--- src/rtl/inst_fetch.sv ---
// inst_fetch: PC sequencer feeding a 2-entry {pc, instr} fetch buffer
// with branch redirect, halt and ready/valid hand-off to decode.
module inst_fetch #(
    parameter logic [7:0] RESET_PC = 8'h00
) (
    input  logic        clk,
    input  logic        rst,
    output logic [7:0]  imem_addr,
    input  logic [15:0] imem_data,
    input  logic        br_valid,
    input  logic [7:0]  br_target,
    input  logic        halt,
    output logic        out_valid,
    input  logic        out_ready,
    output logic [15:0] out_instr,
    output logic [7:0]  out_pc,
    output logic [1:0]  buf_count
);
    logic [7:0]  pc_q, pc_d;
    logic [1:0]  cnt_q, cnt_d, rem;
    logic [23:0] e0_q, e0_d, e1_q, e1_d;
    logic        pop, push;
    always_comb begin
        pop   = (cnt_q != 2'd0) && out_ready;
        push  = !halt && !br_valid && (cnt_q != 2'd2 || pop);
        rem   = cnt_q - {1'b0, pop};
        e0_d  = pop ? e1_q : e0_q;
        e1_d  = e1_q;
        pc_d  = pc_q;
        cnt_d = rem + {1'b0, push};
        if (push) begin
            if (rem == 2'd0) e0_d = {pc_q, imem_data};
            else e1_d = {pc_q, imem_data};
            pc_d = pc_q + 8'd1;
        end
        // a redirect discards everything, including a concurrent pop
        if (br_valid) begin
            cnt_d = 2'd0;
            pc_d  = br_target;
        end
    end
    always_ff @(posedge clk or posedge rst) begin
        if (rst) begin
            pc_q  <= RESET_PC;
            cnt_q <= 2'd0;
            e0_q  <= 24'd0;
            e1_q  <= 24'd0;
        end else begin
            pc_q  <= pc_d;
            cnt_q <= cnt_d;
            e0_q  <= e0_d;
            e1_q  <= e1_d;
        end
    end
    assign imem_addr = pc_q;
    assign buf_count = cnt_q;
    assign out_valid = cnt_q != 2'd0;
    assign out_pc    = out_valid ? e0_q[23:16] : 8'd0;
    assign out_instr = out_valid ? e0_q[15:0] : 16'd0;
endmodule

--- config.mk ---
export PLATFORM = sky130hd
export DESIGN_NAME = inst_fetch
export DESIGN_NICKNAME = d
export VERILOG_FILES = /design/src/rtl/inst_fetch.sv
export SDC_FILE = /design/constraint.sdc
export NUM_CORES = 1
export LEC_CHECK = 0
export BUFFER_PORTS_ARGS = -buffer_cell sky130_fd_sc_hd__buf_2
export CAP_MARGIN = 15
export CORE_MARGIN = 4
export CORE_UTILIZATION = 50
export DETAILED_ROUTE_END_ITERATION = 6
export PLACE_DENSITY = 0.74
export SLEW_MARGIN = 10
export SYNTH_ARGS = -nofsm -noshare
export SYNTH_HDL_FRONTEND = slang
export SYNTH_SLANG_ARGS = --single-unit
--- constraint.sdc ---
create_clock -name clk -period 4.47 [get_ports clk]
set_input_delay 0.2235 -clock clk [delete_from_list [all_inputs] [get_ports clk]]
set_output_delay 0.2235 -clock clk [all_outputs]
set_load 0.01 [all_outputs]
==> metrics.yaml, run 1 <==
die:
  die_area_mm2: 0.00705
  die-width_um: 84.0
  rows: 27
  die_y_um: 84.0
  core_area_mm2: 0.00554
  ios: 64
  initial_core_util_pct: 52.1
synth:
  syn-cell-area_mm2: 0.00289
  ys_seq_area_share_pct: 50.3
  synth_warnings: 0
  ys_seq_elements: 58
  avgSynthCellArea_um2: 12.7
  ys_types: 29
  synth_cells: 228
  syn-num-nets: 260
timing:
  report.final.slew_viol_count: 0
  tns_ns: 0
  grt_setup_unrepaired: "false"
  final-hold-violation-count: 0
  layout_min_cycle_time_ns: 2.68
  tightest_slew_ns: 1.06
  max_freq_mhz: 374
  period_share_pct: 59.9
  slew_headroom_pct: 29.2
  clock_skew_ns: 0.00514
  setup_violations: 0
setup_path:
  rr_startpoint: "buf_count[0]"
  startpoint: "buf_count[0]"
  required_ns: 4.67
  crit_arrival_ns: 2.88
  crit_type: "reg -> reg"
  cp_max_fo: 25
  startpoint_type: "flip-flop"
  cp-end-kind: "flip-flop"
  worst-r2r-setup-slack_ns: 1.79
  rr_worst_depth: 8
  endpoint: "e1_q[14]"
  r2r_end: "e1_q[14]"
layout:
  syn_to_final_growth_pct: 20.0
  fillCellCount: 478
  drive_gt1_share_pct: 52.8
  antennaDiodeCount: 0
  fin_nets: 326
  final_area_mm2: 0.00346
route:
  viasPerCell: 5.27
  vias: 1956
  routedWlPerCell_um: 14.4
  dr.first_iter.drc_count: 62
  drc_errors: 0
  antenna_left: 0
  routed_wl_um: 5340
  dr.pass1.iters: 4
job:
  cap_viol_max_count: 0
power_and_ir_drop:
  intPower_mw: 1.61
  swShare_pct: 30.6
  ir_worst_vdd_mv: 0.387
  clkPwrFrac_pct: 20.6
  pwr-share-comb_pct: 41.0
  leakage_nw: 1.58
  power_density_mw_per_mm2: 669
  power_frac_seq_pct: 38.4
  p_sw_mw: 0.709
cts:
  cts_tree: "done"
  htreeDepth: 3
  root_buffer: "clkbuf_8"
  cts_hold_buf: 0
  cts_buffers: 9
  cts-resized-gates: 0
  clockBufferDepth: 2
  clock-sinks: 58
  clkSlewWorstSetupHoldPaths_ns: 0.06
  cts_setup_buffers: 0
  clock_latency_ns: 0.32
placed_design:
  place_area_mm2: 0.00326
  place.gp.congestion: 0.747
  hpwl_um: 3580
  io_buffer_count: 63
worst_hold_path:
  hp-class: "in -> async"
grt:
  overflow: 0
  grt_antenna_before_repair: 0
  grt_max_degree: 59
  track_usage_pct: 16.2
  first_global_vias: 1985
  grt_pass1_wl_um: 9120
run_status:
  status: "finished clean"
metal layers:
metal | vias up | track usage [%] | wire length, um
met2 | 48 | 25.7 | 2470
met4 | 0 | 7.46 | 78
met3 | 8 | 4.05 | 289
met1 | 952 | 20.7 | 2500
li1 | 948 | - | -
met5 | - | 0 | 0
synthesized netlist by cell type:
library cell  number  area share, %
mux2_2            71             28
dfrtp_1           58             50
nor2b_1           26            5.6
clkbuf_1           8            1.0
nor2_1             8            1.0
inv_1              7           0.91
or4_1              6            1.6
nand3_1            5           0.87
a31oi_1            4           0.87
nand2_1            4           0.52
ha_1               3            1.3
o211ai_1           3           0.78
o31ai_1            3           0.78
buf_2              2           0.35
buf_6              2           0.78
nand3b_1           2           0.52
nand4_1            2           0.43
nand4b_1           2           0.61
o21ai_0            2           0.35
a2111oi_4          1           0.95
a22oi_1            1           0.26
mux2_1             1           0.39
nor3_1             1           0.17
nor3b_2            1           0.43
o21ai_1            1           0.17
or3b_2             1           0.30
or4b_2             1           0.35
xnor2_1            1           0.30
xor2_1             1           0.30
how the worst min path moves through the flow:
| stage | start | endpoint | slack (ns) | cells past startpoint |
|---|---|---|---|---|
| after floorplan | br_target[0] | imem_addr[0] | 0.34 | 2 |
| after global placement | br_target[0] | imem_addr[0] | 0.44 | 3 |
| after detailed placement | br_target[0] | imem_addr[0] | 0.44 | 3 |
| after CTS | br_target[0] | imem_addr[0] | 0.1 | 3 |
| after global routing | br_target[0] | imem_addr[0] | 0.12 | 3 |
| final | rst | e0_q[12] | 0.1 | 3 |
power groups by stage:
| stage | clock network, mW | registers (mW) | logic (mW) |
|---|---|---|---|
| floorplan | 0 | 0.867 | 0.746 |
| global placement | 0 | 0.894 | 0.942 |
| detailed placement | 0 | 0.905 | 0.968 |
| CTS | 0.491 | 0.895 | 0.972 |
| global route | 0.516 | 0.927 | 1.05 |
| finish | 0.476 | 0.890 | 0.951 |
layout make-up:
cell class / instances / area (um^2) / area share [%]
clock inverters: 2 / 35.0 / 1.01
multi-input cells: 151 / 1350 / 39.0
inverters: 7 / 26.3 / 0.759
well taps: 72 / 90.1 / 2.60
flip-flops and latches: 58 / 1450 / 41.9
clock buffers: 14 / 163 / 4.70
repair buffers: 67 / 345 / 9.97
sequential cells by signal, indices dropped and copies added, names as in the netlist:
register	count
e0_q	24
e1_q	24
imem_addr	8
buf_count	2
logic make-up after synthesis:
kind of cell,Yosys count,share of synthesized area (%)
simple gates,59,12.4
mux,72,28.1
buf+inv,19,3.08
xor+xnor,2,0.607
compound gates,15,4.16
fa+ha+maj,3,1.30
flops,58,50.3
through the flow:
step / power [mW] / instances / utilization, % / setup slack [ns] / hold slack, ns
after floorplan: 1.61 / 228 / - / 1.62 / 0.343
after global placement: 1.84 / 355 / 58.9 / 1.87 / 0.439
after detailed placement: 1.87 / 355 / 58.9 / 1.77 / 0.441
after CTS: 2.36 / 371 / 62.5 / 1.75 / 0.0953
after global routing: 2.49 / 371 / 62.5 / 1.61 / 0.117
final: 2.32 / 371 / 62.5 / 1.79 / 0.0952
layout by cell type, fill, tap and decap left out, types with 2 or more instances in the layout:
cell	n
nor2b_1	26
clkbuf_1	3
nand3_1	5
nor2_1	7
nand2_1	4
buf_2	63
or4_1	6
dfrtp_1	58
nand3b_1	2
ha_1	3
nand4_1	2
buf_4	4
o211ai_1	3
nand4b_1	2
o31ai_1	3
mux2_2	71
clkbuf_8	11
inv_1	6
a31oi_1	4
o21ai_0	2
worst max-delay path, stage by stage, from the launching register on:
cell,delay [ns]
dfrtp_1,0.45
o21ai_2,0.15
buf_4,0.33
inv_1,0.08
ha_1,0.20
xnor2_1,0.21
a2111oi_4,0.37
buf_4,0.36
mux2_2,0.38
Note: power is estimated with default switching activity, not from simulation.
==> run 2: changes to the inputs <==
- clock period: 4.47 -> 2.6 ns (I/O delays scaled with it)
==> metrics.yaml, run 2 (synthesis gave the netlist of run 1 again) <==
run_status:
  status: "finished clean"
route:
  antenna_left: 0  # unchanged
  routed_wl_um: 5670  # +6.2%
  routedWlPerCell_um: 15.0  # +3.9%
  dr.first_iter.drc_count: 42  # -32%
  drc_errors: 0  # unchanged
  viasPerCell: 5.27  # about the same
  dr.pass1.iters: 4  # unchanged
  vias: 1997  # +2.1%
setup_path:
  required_ns: 2.80  # -1.87 ns
  rr_worst_depth: 7  # -1
  crit_type: "reg -> reg"
  cp-end-kind: "flip-flop"
  worst-r2r-setup-slack_ns: 0.31  # -1.48 ns
  max_stage_delay_ns: 0.50  # +0.05 ns
  cp_max_fo: 6  # -76%
  cp_slowest_cell: "a2111oi_4"
  startpoint_type: "flip-flop"
  crit_chain: "o21ai_2 > inv_1 > ha_1 > xnor2_1 > a2111oi_4 > buf_4 > mux2_2"
  crit_arrival_ns: 2.49  # -0.39 ns
  r2r_end: "e1_q[18]"
  rr_startpoint: "buf_count[0]"
power_and_ir_drop:
  clkPwrFrac_pct: 17.6  # -3.0 points
  power_frac_seq_pct: 39.1  # +0.7 points
  intPower_mw: 2.68  # +66%
  p_sw_mw: 1.25  # +76%
  power_density_mw_per_mm2: 1120  # +67%
  pwr-share-comb_pct: 43.3  # +2.3 points
  leakage_nw: 1.60  # +1.7%
  swShare_pct: 31.9  # +1.2 points
  ir_worst_vdd_mv: 0.533  # +38%
placed_design:
  dp.cells: 360  # +1.4%
  place.gp.congestion: 0.737  # -1.4%
  io_buffer_count: 63  # unchanged
  hpwl_um: 4070  # +14%
die:
  die-width_um: 84.0  # unchanged
  ios: 64  # unchanged
  die_area_mm2: 0.00705  # unchanged
  core_area_mm2: 0.00554  # unchanged
  initial_core_util_pct: 52.1  # unchanged
  die_y_um: 84.0  # unchanged
  rows: 27  # unchanged
timing:
  final-hold-violation-count: 0  # unchanged
  tns_ns: 0  # unchanged
  max_freq_mhz: 437  # +17%
  tightest_slew_ns: 0.629  # -0.432 ns
  clock_skew_ns: 0.00392  # -0.00122 ns
  layout_min_cycle_time_ns: 2.29  # -0.389 ns
  period_share_pct: 88.0  # +28 points
  grt_setup_unrepaired: "false"
  report.final.slew_viol_count: 0  # unchanged
  setup_violations: 0  # unchanged
  slew_headroom_pct: 58.0  # +29 points
grt:
  track_usage_pct: 17.4  # +1.3 points
  grt_antenna_before_repair: 0  # unchanged
  overflow: 0  # unchanged
  grt_pass1_wl_um: 9740  # +6.8%
  grt_max_degree: 32  # -46%
  first_global_vias: 2052  # +3.4%
cts:
  clockBufferDepth: 2  # unchanged
  clkSlewWorstSetupHoldPaths_ns: 0.06  # about the same
  htreeDepth: 3  # unchanged
  cts_buffers: 9  # unchanged
  cts-resized-gates: 0  # unchanged
  cts_tree: "done"
  clock_latency_ns: 0.32  # about the same
  root_buffer: "clkbuf_8"
  clock-sinks: 58  # unchanged
worst_hold_path:
  whs_path_depth: 3
  hold_end: "imem_addr[4]"
  min-delay-start: "br_target[4]"
  hp-class: "in -> reg"
layout:
  drive_gt1_share_pct: 53.1  # +0.25 points
  syn_to_final_growth_pct: 21.6
  antennaDiodeCount: 0  # unchanged
  layout_common_cells: "mux2_2, buf_2, dfrtp_1"
  final_common_cell: "mux2_2"
  fin_nets: 334  # +2.5%
  finalNonFillerCells: 379  # +2.2%
job:
  cap_viol_max_count: 0  # unchanged
run 2: worst max-delay path by stage:
stage	start	end	slack, ns	cells after the start
final	buf_count[0]	e1_q[18]	0.31	7
after global routing	buf_count[0]	e1_q[18]	0.19	7
after CTS	buf_count[0]	e1_q[18]	0.28	7
after detailed placement	buf_count[0]	e1_q[15]	0.31	7
after global placement	buf_count[0]	e1_q[15]	0.41	7
after floorplan	buf_count[0]	e1_q[10]	0.03	8
run 2: final cells by class:
class,count,area (um^2)
flip-flops and latches,58,1450
well taps,72,90.1
repair buffers,75,425
clock buffers,13,149
clock inverters,3,15.0
fillers,449,2030
inverters,7,26.3
multi-input cells,151,1350
run 2: layer usage:
| layer | part of all wire, % | GRT usage, % |
|---|---|---|
| met1 | 44 | 22.2 |
| met2 | 51 | 29.2 |
| met3 | 3.3 | 3.36 |
| met4 | 1.3 | 7.02 |
| met5 | 0 | 0 |
run 2: repair_timing:
action,4_1_cts,5_1_grt
hold endpoints to repair,31,0
hold buffers,3,0
setup buffers,0,0
run 2: per-stage QoR:
| stage | area, um^2 | total power, mW | hold WS, ns | setup WS [ns] | utilization [%] |
|---|---|---|---|---|---|
| floorplan | 2890 | 2.78 | 0.250 | 0.0269 | - |
| global placement | 3310 | 3.21 | 0.252 | 0.409 | 59.8 |
| detailed placement | 3310 | 3.28 | 0.267 | 0.310 | 59.8 |
| CTS | 3510 | 3.99 | 0.0239 | 0.278 | 63.3 |
| global route | 3510 | 4.23 | 0.0305 | 0.192 | 63.3 |
| finish | 3510 | 3.93 | 0.0375 | 0.313 | 63.3 |
run 2: critical path: cells and delay by family (launching register included):
kind | cells | cell delay, ns
compound gates | 2 | 0.68
xor+xnor | 1 | 0.20
fa+ha+maj | 1 | 0.18
buf+inv | 2 | 0.31
flops | 1 | 0.45
mux | 1 | 0.34
run 2: power by group through the flow:
stage,registers (mW),clock network [mW],logic (mW)
floorplan,1.49,0,1.28
global placement,1.54,0,1.67
detailed placement,1.55,0,1.73
CTS,1.54,0.713,1.74
global route,1.60,0.748,1.88
finish,1.53,0.691,1.70
